--- config.mk ---
export PLATFORM = sky130hd
export DESIGN_NAME = alt_vipvfr131_common_plane_packer
export DESIGN_NICKNAME = d
export VERILOG_FILES = /design/src/rtl/alt_vipvfr131_common_plane_packer.sv
export SDC_FILE = /design/constraint.sdc
export NUM_CORES = 1
export LEC_CHECK = 0
export BUFFER_PORTS_ARGS = -buffer_cell sky130_fd_sc_hd__buf_2
export CORE_MARGIN = 5
export CORE_UTILIZATION = 40
export CTS_BUF_LIST = sky130_fd_sc_hd__clkbuf_4 sky130_fd_sc_hd__clkbuf_8
export DETAILED_ROUTE_END_ITERATION = 12
export PLACE_DENSITY_LB_ADDON = 0.08
export SETUP_SLACK_MARGIN = 0.2
export SLEW_MARGIN = 20
export SYNTH_ARGS = -nofsm -noshare
export SYNTH_HDL_FRONTEND = slang
export SYNTH_SLANG_ARGS = --single-unit
export TNS_END_PERCENT = 30
--- constraint.sdc ---
create_clock -name clk -period 2.53 [get_ports clk]
set_clock_uncertainty 0.15 [all_clocks]
set_input_delay 0.506 -clock clk [delete_from_list [all_inputs] [get_ports clk]]
set_output_delay 0.506 -clock clk [all_outputs]
set_load 0.1 [all_outputs]
--- src/rtl/alt_vipvfr131_common_plane_packer.sv ---
// alt_vipvfr131_common_plane_packer
// Packs a colour-plane-sequential stream (one plane per beat) into a
// colour-plane-parallel stream (one full sample per beat).
//
// Ports:
//   clk          rising-edge clock
//   rst          synchronous active-low reset
//   sclr         synchronous clear, active-high (packet boundaries)
//   din_valid    input beat valid
//   din_ready    input beat accepted when din_valid & din_ready
//   din_data     one colour plane (BPS bits)
//   din_eop      last beat of packet
//   dout_valid   packed sample valid
//   dout_ready   downstream accepts sample
//   dout_data    packed sample, plane p in [p*BPS +: BPS], plane 0 in LSBs
//   dout_eop     sample carries end of packet
//   dout_partial sample flushed by eop before all planes arrived
//   plane_index  index of the next plane expected
module alt_vipvfr131_common_plane_packer #(
    parameter int BPS                          = 8,
    parameter int NUMBER_OF_COLOUR_PLANES      = 3,
    parameter int LOG2_NUMBER_OF_COLOUR_PLANES = 2
) (
    input  logic                                   clk,
    input  logic                                   rst,
    input  logic                                   sclr,
    input  logic                                   din_valid,
    output logic                                   din_ready,
    input  logic [BPS-1:0]                         din_data,
    input  logic                                   din_eop,
    output logic                                   dout_valid,
    input  logic                                   dout_ready,
    output logic [BPS*NUMBER_OF_COLOUR_PLANES-1:0] dout_data,
    output logic                                   dout_eop,
    output logic                                   dout_partial,
    output logic [LOG2_NUMBER_OF_COLOUR_PLANES-1:0] plane_index
);

    localparam int N  = NUMBER_OF_COLOUR_PLANES;
    localparam int CW = LOG2_NUMBER_OF_COLOUR_PLANES;
    localparam int SW = BPS * N;
    localparam logic [CW-1:0] LAST_PLANE = CW'(N - 1);
    localparam logic [CW-1:0] CNT_ONE    = CW'(32'd1);

    // The top lane of acc_r is never written and stays zero; keeping the
    // register full sample width makes the N==1 build need no special case.
    logic [CW-1:0]  cnt_r;
    logic [SW-1:0]  acc_r;
    logic           dout_valid_r;
    logic [SW-1:0]  dout_data_r;
    logic           dout_eop_r;
    logic           dout_partial_r;

    logic           din_ready_s;
    logic           accept_s;
    logic           last_plane_s;
    logic           complete_s;
    logic           out_hs_s;
    logic [SW-1:0]  sample_s;

    // Lanes below cnt come from the accumulator, lane cnt is the incoming
    // plane, lanes above cnt are zero (matters for eop-flushed samples).
    function automatic logic [SW-1:0] build_sample(
        input logic [SW-1:0]  acc,
        input logic [CW-1:0]  cnt,
        input logic [BPS-1:0] plane
    );
        logic [SW-1:0] s;
        s = '0;
        for (int p = 0; p < N; p++) begin
            if (CW'(p) < cnt) begin
                s[p*BPS +: BPS] = acc[p*BPS +: BPS];
            end else if (CW'(p) == cnt) begin
                s[p*BPS +: BPS] = plane;
            end else begin
                s[p*BPS +: BPS] = {BPS{1'b0}};
            end
        end
        return s;
    endfunction

    // Input may advance whenever the output slot is empty or being drained.
    assign din_ready_s  = rst & (~dout_valid_r | dout_ready);
    assign accept_s     = din_valid & din_ready_s;
    assign last_plane_s = (cnt_r == LAST_PLANE);
    assign complete_s   = accept_s & (din_eop | last_plane_s);
    assign out_hs_s     = dout_valid_r & dout_ready;

    // Candidate packed sample for a completing beat.
    always_comb begin
        sample_s = build_sample(acc_r, cnt_r, din_data);
    end

    // Plane counter, accumulator and output register.
    always_ff @(posedge clk) begin
        if (!rst) begin
            cnt_r          <= '0;
            acc_r          <= '0;
            dout_valid_r   <= 1'b0;
            dout_data_r    <= '0;
            dout_eop_r     <= 1'b0;
            dout_partial_r <= 1'b0;
        end else if (sclr) begin
            // Any beat presented this cycle is dropped; partial planes are lost.
            cnt_r          <= '0;
            acc_r          <= '0;
            dout_valid_r   <= 1'b0;
            dout_data_r    <= '0;
            dout_eop_r     <= 1'b0;
            dout_partial_r <= 1'b0;
        end else if (complete_s) begin
            // Loads over any sample draining this cycle, so no bubble.
            dout_valid_r   <= 1'b1;
            dout_data_r    <= sample_s;
            dout_eop_r     <= din_eop;
            dout_partial_r <= din_eop & ~last_plane_s;
            cnt_r          <= '0;
            acc_r          <= '0;
        end else begin
            if (out_hs_s) begin
                dout_valid_r <= 1'b0;
            end else begin
                dout_valid_r <= dout_valid_r;
            end
            if (accept_s) begin
                for (int p = 0; p < N - 1; p++) begin
                    if (CW'(p) == cnt_r) begin
                        acc_r[p*BPS +: BPS] <= din_data;
                    end
                end
                cnt_r <= cnt_r + CNT_ONE;
            end else begin
                cnt_r <= cnt_r;
            end
        end
    end

    assign din_ready    = din_ready_s;
    assign dout_valid   = dout_valid_r;
    assign dout_data    = dout_data_r;
    assign dout_eop     = dout_eop_r;
    assign dout_partial = dout_partial_r;
    assign plane_index  = cnt_r;

endmodule

==> results of run 1 <==
-- state kept, by name, indices dropped and copies added, names as in the netlist --
| register | count |
|---|---|
| acc_r | 16 |
| dout_data | 24 |
| dout_eop | 1 |
| dout_partial | 1 |
| dout_valid | 1 |
| plane_index | 2 |
-- cell usage after synthesis (all sizes together) --
cell     n  area [um^2]
a21oi    4         20.0
nand3    2         22.5
inv      2         7.51
mux2i   16          160
and2    10         65.1
nand4    3         18.8
dfxtp   45          901
o21ai   10         50.0
nor4bb   1         10.0
nor2b    1         13.8
a311oi   1         8.76
nand2   18         70.1
nand2b   3         18.8
clkbuf   3         11.3
or2      1         8.76
a22o    16          140
o31ai    9         67.6
a31oi   11         98.8
ha       4         50.1
and2b    1         7.51
buf     12         96.3
or3      2         12.5
clkinv   1         3.75
nor4     2         42.5
o311ai  16          140
nor2     1         3.75
-- worst max-delay path, cell delays in order, from the launching register on --
cell	delay, ns
dfxtp_4	0.42
clkinv_1	0.24
ha_1	0.39
or3_1	0.39
a31oi_4	0.30
a22o_1	0.18
-- kinds of logic after synthesis --
kind of cell               count (synthesis)  synth area share
muxes                                     16            0.0781
and+or+nand+nor                           45             0.143
DFF                                       45             0.440
AOI/OAI and AO/OA                         67             0.256
buffers and inverters                     18            0.0580
adders and majority gates                  4            0.0244
-- cells in the final DEF (no fill, tap or decap), types with 2 or more instances in the layout --
cell	Yosys	layout
buf_4	1	6
dfxtp_2	0	2
mux2i_1	16	16
nand4_1	3	3
buf_2	5	42
o311ai_0	16	16
o21ai_0	9	9
a22o_1	16	16
a31oi_1	9	9
inv_1	2	2
dfxtp_1	45	42
or3_1	2	2
nor4_4	2	2
o31ai_1	9	9
nand2b_1	3	3
and2_1	9	9
a21oi_1	4	4
clkbuf_4	0	2
nand2_1	17	17
clkbuf_8	0	5
ha_1	4	4
a31oi_4	2	2
-- metal layers --
metal / up-vias / wire length [um] / global-route usage
met5: - / 0 / 0
met4: 0 / 56 / 0.0548
met3: 8 / 257 / 0.0362
met2: 48 / 2520 / 0.279
met1: 821 / 2550 / 0.221
li1: 824 / - / -
-- power by group through the flow --
stage	Clock, W	Sequential [W]	Combinational [W]
3_3_place_gp	0	0.000733	0.000139
5_1_grt	0.000494	0.000718	0.000149
6_report	0.000460	0.000717	0.000140
2_1_floorplan	0	0.000757	0.0000735
3_5_place_dp	0	0.000733	0.000140
4_1_cts	0.000473	0.000717	0.000140
-- worst min path at each step --
stage                                             to  slack [ns]  cells past startpoint
after floorplan               acc_r[10]$_SDFFE_PP0P_        0.28                      1
final                     dout_data[19]$_SDFFE_PP0P_        0.31                      2
after CTS                 dout_data[17]$_SDFFE_PP0P_        0.31                      2
after detailed placement  dout_data[19]$_SDFFE_PP0P_        0.30                      2
after global placement    dout_data[17]$_SDFFE_PP0P_        0.29                      2
after global routing      dout_data[19]$_SDFFE_PP0P_        0.34                      2
-- layout make-up --
class                      instances  area, um^2  share of cell area
clock inverter                     1        6.26             0.00261
sequential                        45         907               0.378
multi-input combinational        132        1030               0.429
inverter                           3        11.3             0.00469
tap                               70        87.6              0.0365
timing repair buffer              49         275               0.115
clock buffer                       7        83.8              0.0349
-- stage by stage --
stage,cells,util,area [um^2]
2_1_floorplan,195,-,2060
3_3_place_gp,299,0.458,2310
3_5_place_dp,299,0.458,2310
4_1_cts,307,0.476,2400
5_1_grt,307,0.476,2400
6_report,307,0.476,2400
==> reports/results.ini, run 1 <==
[yosys]
synth.avg_cell_area_um2=10.5
ys_ff_latch=45
synth_warnings=0
netlist_area_mm2=0.00205
synth_cell_types=35
synthCells=195
seq_area_frac_synth=0.440
syn_nets=213

[global_routing]
grt-ovfl-total=0
grt_max_degree=22
grt_pass1_vias=1674
grt_pass1_wl_um=8560
globalRouteTotalUtil=0.169
grt_antenna_before_repair=0

[power]
cellLeakagePower_nw=1.02
power_frac_clock=0.349
power_w=0.00132
switchingPower_w=0.000347
switching_share=0.264
p_int_w=0.000970
p_seq_frac=0.544
power_density_mw_per_mm2=549
comb_power_share=0.106
vdd_drop_max_uv=211

[routing]
drcViolationCount=0
wl_per_cell_um=17.5
drt_first_iter_violations=127
wl_um=5380
vias_per_cell=5.54
drtPass1Iterations=4
vias=1701
antenna_left=0

[sta]
worst_pin_slew_ns=0.543
setup_violations=0
drv_slew=0
min_period_over_period=0.838
setup_tns_ns=0
max-slew-margin-rel=0.637
whs_ns=0.311
final_hold_viol_count=0
finalWorstSetupSlack_ns=0.409
fmaxAchievable_ghz=0.472
post-route-min-period_ns=2.12
rsz0062_at_grt=false

[clocking]
hold_buffers=0
clk_pin_slew_ns=0.08
root_buffer=clkbuf_8
numCtsBuffers=5
cts.sinks=45
cts_resized=0
tritoncts=built
clock_latency_ns=0.29
cts_buffer_depth=2
postCtsSetupBuffers=0
htreeDepth=2

[final_layout]
fillers=484
final_net_count=254
syn2layout_area_growth_pct=17.2
drive_gt1_frac=0.291
diodes=0

[floorplanning]
die_w_um=81.6
fp.coreArea_mm2=0.00504
start_util=0.406
ios=44
die_h_um=81.6
die-area_mm2=0.00666
num_rows=26

[critical_path]
reg2reg_to=acc_r[14]$_SDFFE_PP0P_
reg2reg_slack_ns=0.41
end_kind=flop
cp.required_ns=2.62
r2r_start=plane_index[1]$_SDFFE_PP0P_
crit_path_start=plane_index[1]$_SDFFE_PP0P_
r2r_cells=5
crit_type=reg -> reg
critical_path.endpoint=acc_r[14]$_SDFFE_PP0P_
start_kind=flop
crit_arrival_ns=2.21
cp_max_fo=13

[min_path]
min_path_type=reg -> reg
holdCritStartpoint=dout_data[19]$_SDFFE_PP0P_

[placement]
dp_hpwl_um=3750
place_congestion=0.803
dpl_worst_slack_ns=0.455
io_buffers=43

[job]
cap_violations=0

[run_status]
status=finished clean

No activity file was read; power rests on OpenSTA's default activity.
==> inputs of run 2 (changes only) <==
==> constraint.sdc (replaced) <==
create_clock -name clk -period 2.1 [get_ports clk]
set_clock_uncertainty 0.15 [all_clocks]
set_input_delay 0.42 -clock clk [delete_from_list [all_inputs] [get_ports clk]]
set_output_delay 0.42 -clock clk [all_outputs]
set_load 0.1 [all_outputs]
==> reports/results.ini, run 2 (synthesis gave the netlist of run 1 again) <==
[global_routing]
grt_pass1_wl_um=8800
globalRouteTotalUtil=0.173
grt-ovfl-total=0
grt_pass1_vias=1738
grt_antenna_before_repair=0
grt_max_degree=22

[routing]
vias=1760
wl_per_cell_um=17.5
antenna_left=0
wl_um=5450
drt_first_iter_violations=136
drtPass1Iterations=4
drcViolationCount=0
vias_per_cell=5.66

[clocking]
htreeDepth=2
root_buffer=clkbuf_8
clk_pin_slew_ns=0.08
cts.sinks=45
numCtsBuffers=5
clock_latency_ns=0.29
hold_buffers=0
cts_buffer_depth=2
tritoncts=built

[sta]
setup_tns_ns=0
final_hold_viol_count=0
post-route-min-period_ns=1.83
setup_violations=0
max-slew-margin-rel=0.635
rsz0062_at_grt=true
fmaxAchievable_ghz=0.546
min_period_over_period=0.873
worst_pin_slew_ns=0.547
drv_slew=0

[critical_path]
slowest_stage=dfxtp_4
start_kind=flop
end_kind=flop
slowest_delay_ns=0.43
crit_arrival_ns=1.92
crit_type=reg -> reg
cp_max_fo=13
cp.required_ns=2.19
cp_cell_sequence=clkinv_4 > ha_2 > or3_4 > a31oi_4 > a22o_1

[power]
power_frac_clock=0.360
p_int_w=0.00121
p_seq_frac=0.532
switching_share=0.255
switchingPower_w=0.000412
power_density_mw_per_mm2=653
vdd_drop_max_uv=258
comb_power_share=0.107
cellLeakagePower_nw=1.05

[final_layout]
seq_area_um2=912
final_cell_area_mm2=0.00248
syn2layout_area_growth_pct=20.8
final_net_count=258
drive_gt1_frac=0.336
fillers=479
largest_reg_flops=24
multi_input_area_mm2=0.00105
mostFrequentLayoutCells=42 x dfxtp_1, 42 x buf_2, 17 x nand2_1
diodes=0

[placement]
post_dp_cell_area_mm2=0.00234
io_buffers=43
place_congestion=0.796
dp_hpwl_um=3920

[floorplanning]
die_h_um=81.6
ios=44
num_rows=26
die_w_um=81.6
fp.coreArea_mm2=0.00504
start_util=0.406
die-area_mm2=0.00666

[min_path]
min_path_type=in -> reg

[run_status]
status=finished clean

[job]
cap_violations=0

## run 2: changes by cell type in the layout (fill, tap and decap cells not counted), sizes merged
cell / previous run / this run
inv: 3 / 2
clkinv: 1 / 2
buf: 49 / 53
## run 2: per-layer routing
metal,vias up,global-route usage,wire (um)
li1,833,-,-
met1,843,0.230,2420
met2,69,0.276,2530
met3,15,0.0428,374
met4,0,0.0565,126
met5,-,0,0
## run 2: timing repair
item	in CTS	in global routing
buffers inserted	0	3
gates cloned	0	0
pin swaps	2	5
resized for setup	0	4
setup endpoints to repair	16	33
## run 2: cell type report
class	instances	area share
clock buffer	7	0.0389
inverter	3	0.00657
tap	70	0.0354
sequential	45	0.368
multi-input combinational	132	0.425
timing repair buffer	53	0.123
clock inverter	1	0.00202
## run 2: critical path: cells and delay by family (launching register included)
kind / cells / cell delay, ns
and+or+nand+nor: 1 / 0.37
adders and majority gates: 1 / 0.29
buffers and inverters: 1 / 0.11
DFF: 1 / 0.43
AOI/OAI and AO/OA: 2 / 0.43
## run 2: final timing paths
kind                            slack [ns]                         from  cells past startpoint                          to
worst max-delay path                  0.27  plane_index[1]$_SDFFE_PP0P_                      5       acc_r[1]$_SDFFE_PP0P_
worst min-delay path                  0.27                  din_data[0]                      3  dout_data[16]$_SDFFE_PP0P_
worst max register to register        0.27  plane_index[1]$_SDFFE_PP0P_                      5       acc_r[1]$_SDFFE_PP0P_
worst min register to register        0.31   dout_data[16]$_SDFFE_PP0P_                      2  dout_data[16]$_SDFFE_PP0P_
## run 2: per-stage QoR
| stage | power, W | hold slack, ns | utilization | setup slack, ns | cells |
|---|---|---|---|---|---|
| final | 0.00162 | 0.268 | 0.491 | 0.267 | 311 |
| after global placement | 0.00105 | 0.291 | 0.465 | 0.194 | 300 |
| after floorplan | 0.00100 | 0.281 | - | 0.131 | 195 |
| after detailed placement | 0.00105 | 0.301 | 0.465 | 0.154 | 300 |
| after CTS | 0.00163 | 0.262 | 0.485 | 0.204 | 308 |
| after global routing | 0.00169 | 0.262 | 0.491 | 0.181 | 311 |
## run 2: power groups by stage
stage | combinational [W] | sequential (W) | clock (W)
after floorplan | 0.0000903 | 0.000910 | 0
after global placement | 0.000168 | 0.000881 | 0
after detailed placement | 0.000171 | 0.000881 | 0
after CTS | 0.000171 | 0.000861 | 0.000602
after global routing | 0.000183 | 0.000863 | 0.000644
final | 0.000174 | 0.000861 | 0.000583
